--- src/rtl/pc_redirect_ctrl_if.sv ---
// Fetch-PC redirect bus: redirect requests and their targets in, fetch pc and flush/pending status out.
// master drives the requests (pipeline side); slave is the redirect controller.
interface pc_redirect_ctrl_if;
    logic        if_ready;
    logic        stall;
    logic        exc_req;
    logic        eret_req;
    logic [29:0] epc;
    logic        jr_req;
    logic [31:0] reg_index;
    logic        j_req;
    logic [25:0] instr_index;
    logic        br_req;
    logic [29:0] id_pc;
    logic [15:0] offset;
    logic [29:0] pc;
    logic        flush_if;
    logic        pend_busy;

    modport master (
        output if_ready, stall, exc_req, eret_req, epc, jr_req, reg_index,
               j_req, instr_index, br_req, id_pc, offset,
        input  pc, flush_if, pend_busy
    );

    modport slave (
        input  if_ready, stall, exc_req, eret_req, epc, jr_req, reg_index,
               j_req, instr_index, br_req, id_pc, offset,
        output pc, flush_if, pend_busy
    );
endinterface

--- src/rtl/pc_redirect_ctrl.sv ---
// Fetch PC sequencer with prioritised redirects; redirects that cannot advance are held in PEND.
// Optional macro DELAY_SLOT_EN: class-B (jr/j/br) redirects leave the delay slot unflushed.
module pc_redirect_ctrl (
    input  logic               clk,
    input  logic               rst,
    pc_redirect_ctrl_if.slave  bus
);
    localparam logic [0:0]  RUN      = 1'b0;
    localparam logic [0:0]  PEND     = 1'b1;
    localparam logic        CLS_A    = 1'b1;
    localparam logic        CLS_B    = 1'b0;
    localparam logic [29:0] EXC_VEC  = 30'h00001060;
    localparam logic [29:0] RESET_PC = 30'h00000C00;

    logic [0:0]  state_reg, state_next;
    logic [29:0] pc_reg, pc_next;
    logic [29:0] pend_pc_reg, pend_pc_next;
    logic        pend_cls_reg, pend_cls_next;

    logic        req_a, req_any;
    logic [29:0] new_tgt;
    logic [29:0] br_tgt;
    logic        new_cls;
    logic        sel_valid, sel_cls, sel_adv, seq_adv, apply;
    logic [29:0] sel_pc;
    logic        unused_reg_index_lsbs;

    assign unused_reg_index_lsbs = ^bus.reg_index[1:0];

    assign req_a   = bus.exc_req | bus.eret_req;
    assign req_any = req_a | bus.jr_req | bus.j_req | bus.br_req;
    assign new_cls = req_a ? CLS_A : CLS_B;
    assign br_tgt  = bus.id_pc + {{14{bus.offset[15]}}, bus.offset};

    always_comb begin
        new_tgt = br_tgt;
        if (bus.exc_req)       new_tgt = EXC_VEC;
        else if (bus.eret_req) new_tgt = bus.epc;
        else if (bus.jr_req)   new_tgt = bus.reg_index[31:2];
        else if (bus.j_req)    new_tgt = {bus.id_pc[29:26], bus.instr_index};
    end

    // In PEND only a class-A request may displace a latched class-B redirect.
    always_comb begin
        sel_valid = req_any;
        sel_pc    = new_tgt;
        sel_cls   = new_cls;
        if (state_reg == PEND) begin
            sel_valid = 1'b1;
            if (!(req_a && pend_cls_reg == CLS_B)) begin
                sel_pc  = pend_pc_reg;
                sel_cls = pend_cls_reg;
            end
        end
    end

    assign seq_adv = bus.if_ready & ~bus.stall;
    assign sel_adv = (sel_cls == CLS_A) ? bus.if_ready : seq_adv;
    assign apply   = sel_valid & sel_adv;

`ifdef DELAY_SLOT_EN
    assign bus.flush_if = apply & (sel_cls == CLS_A) & ~rst;
`else
    assign bus.flush_if = apply & ~rst;
`endif

    always_comb begin
        state_next    = state_reg;
        pc_next       = pc_reg;
        pend_pc_next  = pend_pc_reg;
        pend_cls_next = pend_cls_reg;
        if (apply) begin
            pc_next    = sel_pc;
            state_next = RUN;
        end else if (sel_valid) begin
            state_next    = PEND;
            pend_pc_next  = sel_pc;
            pend_cls_next = sel_cls;
        end else if (seq_adv) begin
            pc_next = pc_reg + 30'd1;
        end
    end

    always_ff @(posedge clk or posedge rst) begin
        if (rst) begin
            state_reg    <= RUN;
            pc_reg       <= RESET_PC;
            pend_pc_reg  <= '0;
            pend_cls_reg <= CLS_B;
        end else begin
            state_reg    <= state_next;
            pc_reg       <= pc_next;
            pend_pc_reg  <= pend_pc_next;
            pend_cls_reg <= pend_cls_next;
        end
    end

    assign bus.pc        = pc_reg;
    assign bus.pend_busy = (state_reg == PEND);
endmodule

--- src/flat_wrapper.sv ---
// flat-port wrapper written by rule: the top's interface ports become plain ports
module pc_redirect_ctrl_flat 
  (clk, rst, bus_if_ready, bus_stall, bus_exc_req, bus_eret_req, bus_epc, bus_jr_req, bus_reg_index, bus_j_req, bus_instr_index, bus_br_req, bus_id_pc, bus_offset, bus_pc, bus_flush_if, bus_pend_busy);
  pc_redirect_ctrl_if bus_i ();
  input  logic clk;
  input  logic rst;
  input wire logic [$bits(bus_i.if_ready)-1:0] bus_if_ready;
  input wire logic [$bits(bus_i.stall)-1:0] bus_stall;
  input wire logic [$bits(bus_i.exc_req)-1:0] bus_exc_req;
  input wire logic [$bits(bus_i.eret_req)-1:0] bus_eret_req;
  input wire logic [$bits(bus_i.epc)-1:0] bus_epc;
  input wire logic [$bits(bus_i.jr_req)-1:0] bus_jr_req;
  input wire logic [$bits(bus_i.reg_index)-1:0] bus_reg_index;
  input wire logic [$bits(bus_i.j_req)-1:0] bus_j_req;
  input wire logic [$bits(bus_i.instr_index)-1:0] bus_instr_index;
  input wire logic [$bits(bus_i.br_req)-1:0] bus_br_req;
  input wire logic [$bits(bus_i.id_pc)-1:0] bus_id_pc;
  input wire logic [$bits(bus_i.offset)-1:0] bus_offset;
  output wire logic [$bits(bus_i.pc)-1:0] bus_pc;
  output wire logic [$bits(bus_i.flush_if)-1:0] bus_flush_if;
  output wire logic [$bits(bus_i.pend_busy)-1:0] bus_pend_busy;
  assign bus_i.if_ready = bus_if_ready;
  assign bus_i.stall = bus_stall;
  assign bus_i.exc_req = bus_exc_req;
  assign bus_i.eret_req = bus_eret_req;
  assign bus_i.epc = bus_epc;
  assign bus_i.jr_req = bus_jr_req;
  assign bus_i.reg_index = bus_reg_index;
  assign bus_i.j_req = bus_j_req;
  assign bus_i.instr_index = bus_instr_index;
  assign bus_i.br_req = bus_br_req;
  assign bus_i.id_pc = bus_id_pc;
  assign bus_i.offset = bus_offset;
  assign bus_pc = bus_i.pc;
  assign bus_flush_if = bus_i.flush_if;
  assign bus_pend_busy = bus_i.pend_busy;
  pc_redirect_ctrl u_core (.clk(clk), .rst(rst), .bus(bus_i));
endmodule
--- config.mk ---
export PLATFORM = sky130hd
export DESIGN_NAME = pc_redirect_ctrl_flat
export DESIGN_NICKNAME = d
export VERILOG_FILES = /design/src/rtl/pc_redirect_ctrl_if.sv /design/src/rtl/pc_redirect_ctrl.sv /design/src/flat_wrapper.sv
export SDC_FILE = /design/constraint.sdc
export NUM_CORES = 1
export LEC_CHECK = 0
export ABC_CLOCK_PERIOD_IN_PS = 4750
export BUFFER_PORTS_ARGS = -buffer_cell sky130_fd_sc_hd__buf_2
export CAP_MARGIN = 10
export CORE_MARGIN = 3
export CORE_UTILIZATION = 32
export CTS_CLUSTER_DIAMETER = 120
export DETAILED_ROUTE_END_ITERATION = 16
export MAX_ROUTING_LAYER = met4
export REMOVE_ABC_BUFFERS = 1
export SLEW_MARGIN = 15
export SYNTH_ARGS = -nofsm -noshare
export SYNTH_HDL_FRONTEND = slang
export SYNTH_SLANG_ARGS = --single-unit
--- constraint.sdc ---
create_clock -name clk -period 4.75 [get_ports clk]
set_input_delay 0.95 -clock clk [delete_from_list [all_inputs] [get_ports clk]]
set_output_delay 0.95 -clock clk [all_outputs]
set_load 0.02 [all_outputs]
==> out/qor.yml <==
cts:
  clock_latency_ns: 0.33
  setup_buffers_after_cts: 0
  clock_tree.buffer_depth: 2
  cts.reportedPaths.clkPinSlew_ns: 0.05
  h-tree-depth: 3
  cts_buffers: 9
  cts_root_buffer: "sky130_fd_sc_hd__clkbuf_16"
  cts_tree: "yes"
  cts_sinks: 62
  cts_hold_bufs: 0
  cts_resized: 0
power_and_ir_drop:
  vdd_drop_max_uv: 161
  leakage_nw: 3.24
  power_density_nw_per_um2: 292
logic_synthesis:
  ys_top_cells_by_area: "sky130_fd_sc_hd__dfrtp_1, sky130_fd_sc_hd__ha_1, sky130_fd_sc_hd__o21ai_0"
  syn_area_um2: 5830
  synthArstFlopShare_pct: 100
  syn_inst: 757
  synth_top_flop_cell: "sky130_fd_sc_hd__dfrtp_1"
  synth_top_area_share_pct: 25.8
  combinational_family_with_the_most_area_after_synthesis: "compound AO/OA/AOI/OAI gates"
  synth.most_common_cell: "sky130_fd_sc_hd__nand2_1"
  synthAdderAreaFrac_pct: 6.79
  synth-seq-cells: 62
  yosys-mux-area-fraction_pct: 1.57
  synth-xor-area-share_pct: 2.41
  synth-edff-count: 0
  netlist_top_cells_count: "sky130_fd_sc_hd__nand2_1, sky130_fd_sc_hd__o21ai_0, sky130_fd_sc_hd__a21oi_1"
  post_synth.cell_area_avg_um2: 7.70
  synth-warning-count: 0
  synth_compound_gate_area_share_pct: 36.3
  synth.distinct_cells: 86
  seq_area_frac_synth_pct: 26.7
  top_cell_type_by_total_area_after_synthesis: "sky130_fd_sc_hd__dfrtp_1"
  post_synth_and_or_nand_nor_area_fraction_pct: 21.5
sta:
  layout_min_cycle_time_ns: 3.70
  achievable-frequency_mhz: 270
  setup_viol: 0
  grt_setup_unrepaired: "false"
  skew_ns: 0.00391
  tightestPinTransition_ns: 1.10
  accumulated_negative_setup_slack_ns: 0
  finalWorstSetupSlack_ns: 1.05
  maxSlewViolCount: 0
  max_slew_margin_pct: 26.4
  hold_viol_final: 0
  layout_worst_path_cycle_share_pct: 77.9
critical_path:
  worstPathRequired_ns: 4.95
  cp_slowest_stage_delay_ns: 0.48
  cp_data_arrival_time_ns: 3.90
  end_kind: "register"
  worstReg2RegStart: "u_core.pend_cls_reg"
  timing.critical_path.slowest_stage_cell: "sky130_fd_sc_hd__or4_4"
  path_class: "input pin to register"
  cp-startpoint: "bus_offset[15]"
  critPathMaxFanout: 20
  crit_path_start_kind: "input pin"
  worstPathCellList: "buf_2, ha_1, a21oi_2, o21ai_1, a311o_1, or4_4, a2111o_1, nand4_1, mux2i_1, nor2_1, a31oi_1"
die:
  chipHeight_um: 141
  design.portCount: 175
  std_cell_rows: 48
  initial_core_util_pct: 33.2
  floorplan.die.width_um: 141
  floorplan.die_area_um2: 19900
  design.core.area_um2: 17500
global_routing:
  overflow: 0
  grt.total_usage_pct: 21.1
  global_route.usage.met3_pct: 2.37
  globalRouteMet1Util_pct: 29.6
  grt_first_pass_wirelength_um: 32700
  grt_pass1_vias: 5941
  use_met2_pct: 31.8
  antenna_found_initial: 1
  maximum_number_of_pins_on_one_net_before_global_route_repair: 43
  gr-max-usage-layer: "met2"
layout:
  area_growth_syn_to_layout_pct: 23.3
  number_of_nets_in_the_layout: 1085
  utilization_pct: 41.0
  final_cell_area_um2: 7180
  final-instance-count-excl-fill: 1142
  fraction_of_final_layout_cells_with_drive_strength_greater_than_1_pct: 25.2
drt:
  route.detailed.vias_per_inst: 5.63
  antenna_violating_nets_post_route: 0
  drt_first_pass_iters: 5
  via_count: 6426
  drcViolationCount: 0
  routed_wirelength_normalized_by_instance_count_um: 18.4
  drtIter0Drc: 546
  route.final.wire_length_um: 21000
worst_hold_path:
  worst_hold_path_type: "register to register"
  worst_hold_startpoint: "u_core.pend_pc_reg[8]"
placed_design:
  dpl_cell_area_um2: 6880
  pre_cts_slack_ns: 0.812
  routabilityCongestion: 0.887
  port_buffers: 172
  place_inst: 1125
  dp_hpwl_um: 16400
status:
  run_status: "completed"
job:
  max_cap_viol_count: 0
==> final timing paths <==
path                                         endpoint  slack, ns  depth (start not counted)
max in group asynchronous           u_core.bus.pc[11]       3.05                          3
worst min-delay path            u_core.pend_pc_reg[8]       0.48                          2
min in group asynchronous           u_core.bus.pc[20]       0.81                          2
worst max register to register       u_core.bus.pc[4]       1.99                          8
worst max-delay path                u_core.bus.pc[29]       1.05                         11
worst min register to register  u_core.pend_pc_reg[8]       0.48                          2
==> cell usage in the layout (no fill, tap or decap), types with 13 or more instances in the layout <==
cell	count
sky130_fd_sc_hd__buf_2	172
sky130_fd_sc_hd__nand2_1	92
sky130_fd_sc_hd__o21ai_0	73
sky130_fd_sc_hd__a21oi_1	68
sky130_fd_sc_hd__dfrtp_1	60
sky130_fd_sc_hd__nor2_1	59
sky130_fd_sc_hd__nand3_1	33
sky130_fd_sc_hd__ha_1	30
sky130_fd_sc_hd__buf_4	17
sky130_fd_sc_hd__inv_1	15
sky130_fd_sc_hd__nand4_1	15
sky130_fd_sc_hd__a22oi_1	15
sky130_fd_sc_hd__nor3_1	14
sky130_fd_sc_hd__a31oi_1	14
sky130_fd_sc_hd__and3_1	13
==> kinds of logic after synthesis <==
| kind of cell | after synthesis |
|---|---|
| compound gates | 313 |
| simple gates | 263 |
| buf+inv | 63 |
| flops | 62 |
| fa+ha+maj | 31 |
| xor+xnor | 16 |
| mux | 9 |
==> stage by stage <==
stage          hold slack, ns  power [mW]
2_1_floorplan           0.446        1.15
3_3_place_gp            0.460        1.42
3_5_place_dp            0.466        1.43
4_1_cts                 0.478        2.10
5_1_grt                 0.498        2.23
6_report                0.478        2.10
==> critical path: cells and delay by family <==
kind | cells | cell delay (ns)
AOI/OAI and AO/OA | 5 | 1.21
buffers and inverters | 1 | 0.33
and+or+nand+nor | 3 | 0.91
adders and majority gates | 1 | 0.38
muxes | 1 | 0.10
==> layout make-up <==
cell class | instances | area [µm²]
antenna | 1 | 2.50
clock buffer | 12 | 256
clock inverter | 4 | 45.0
fill | 1850 | 10400
inverter | 17 | 63.8
multi-input combinational | 632 | 3990
sequential | 62 | 1550
tap | 225 | 282
timing repair buffer | 189 | 988
==> power breakdown <==
group / switching (mW) / total, mW / leakage [nW] / internal (mW)
combinational: 0.438 / 0.722 / 2.31 / 0.284
sequential: 0.0851 / 0.704 / 0.775 / 0.619
clock: 0.239 / 0.671 / 0.152 / 0.432
total: 0.762 / 2.10 / 3.24 / 1.33
==> per-layer routing <==
layer	vias up	wire length, µm
met2	222	9690
met5	-	0
li1	3196	-
met1	2975	9640
met3	33	1230
met4	0	476
No activity file was read; power rests on OpenSTA's default activity.
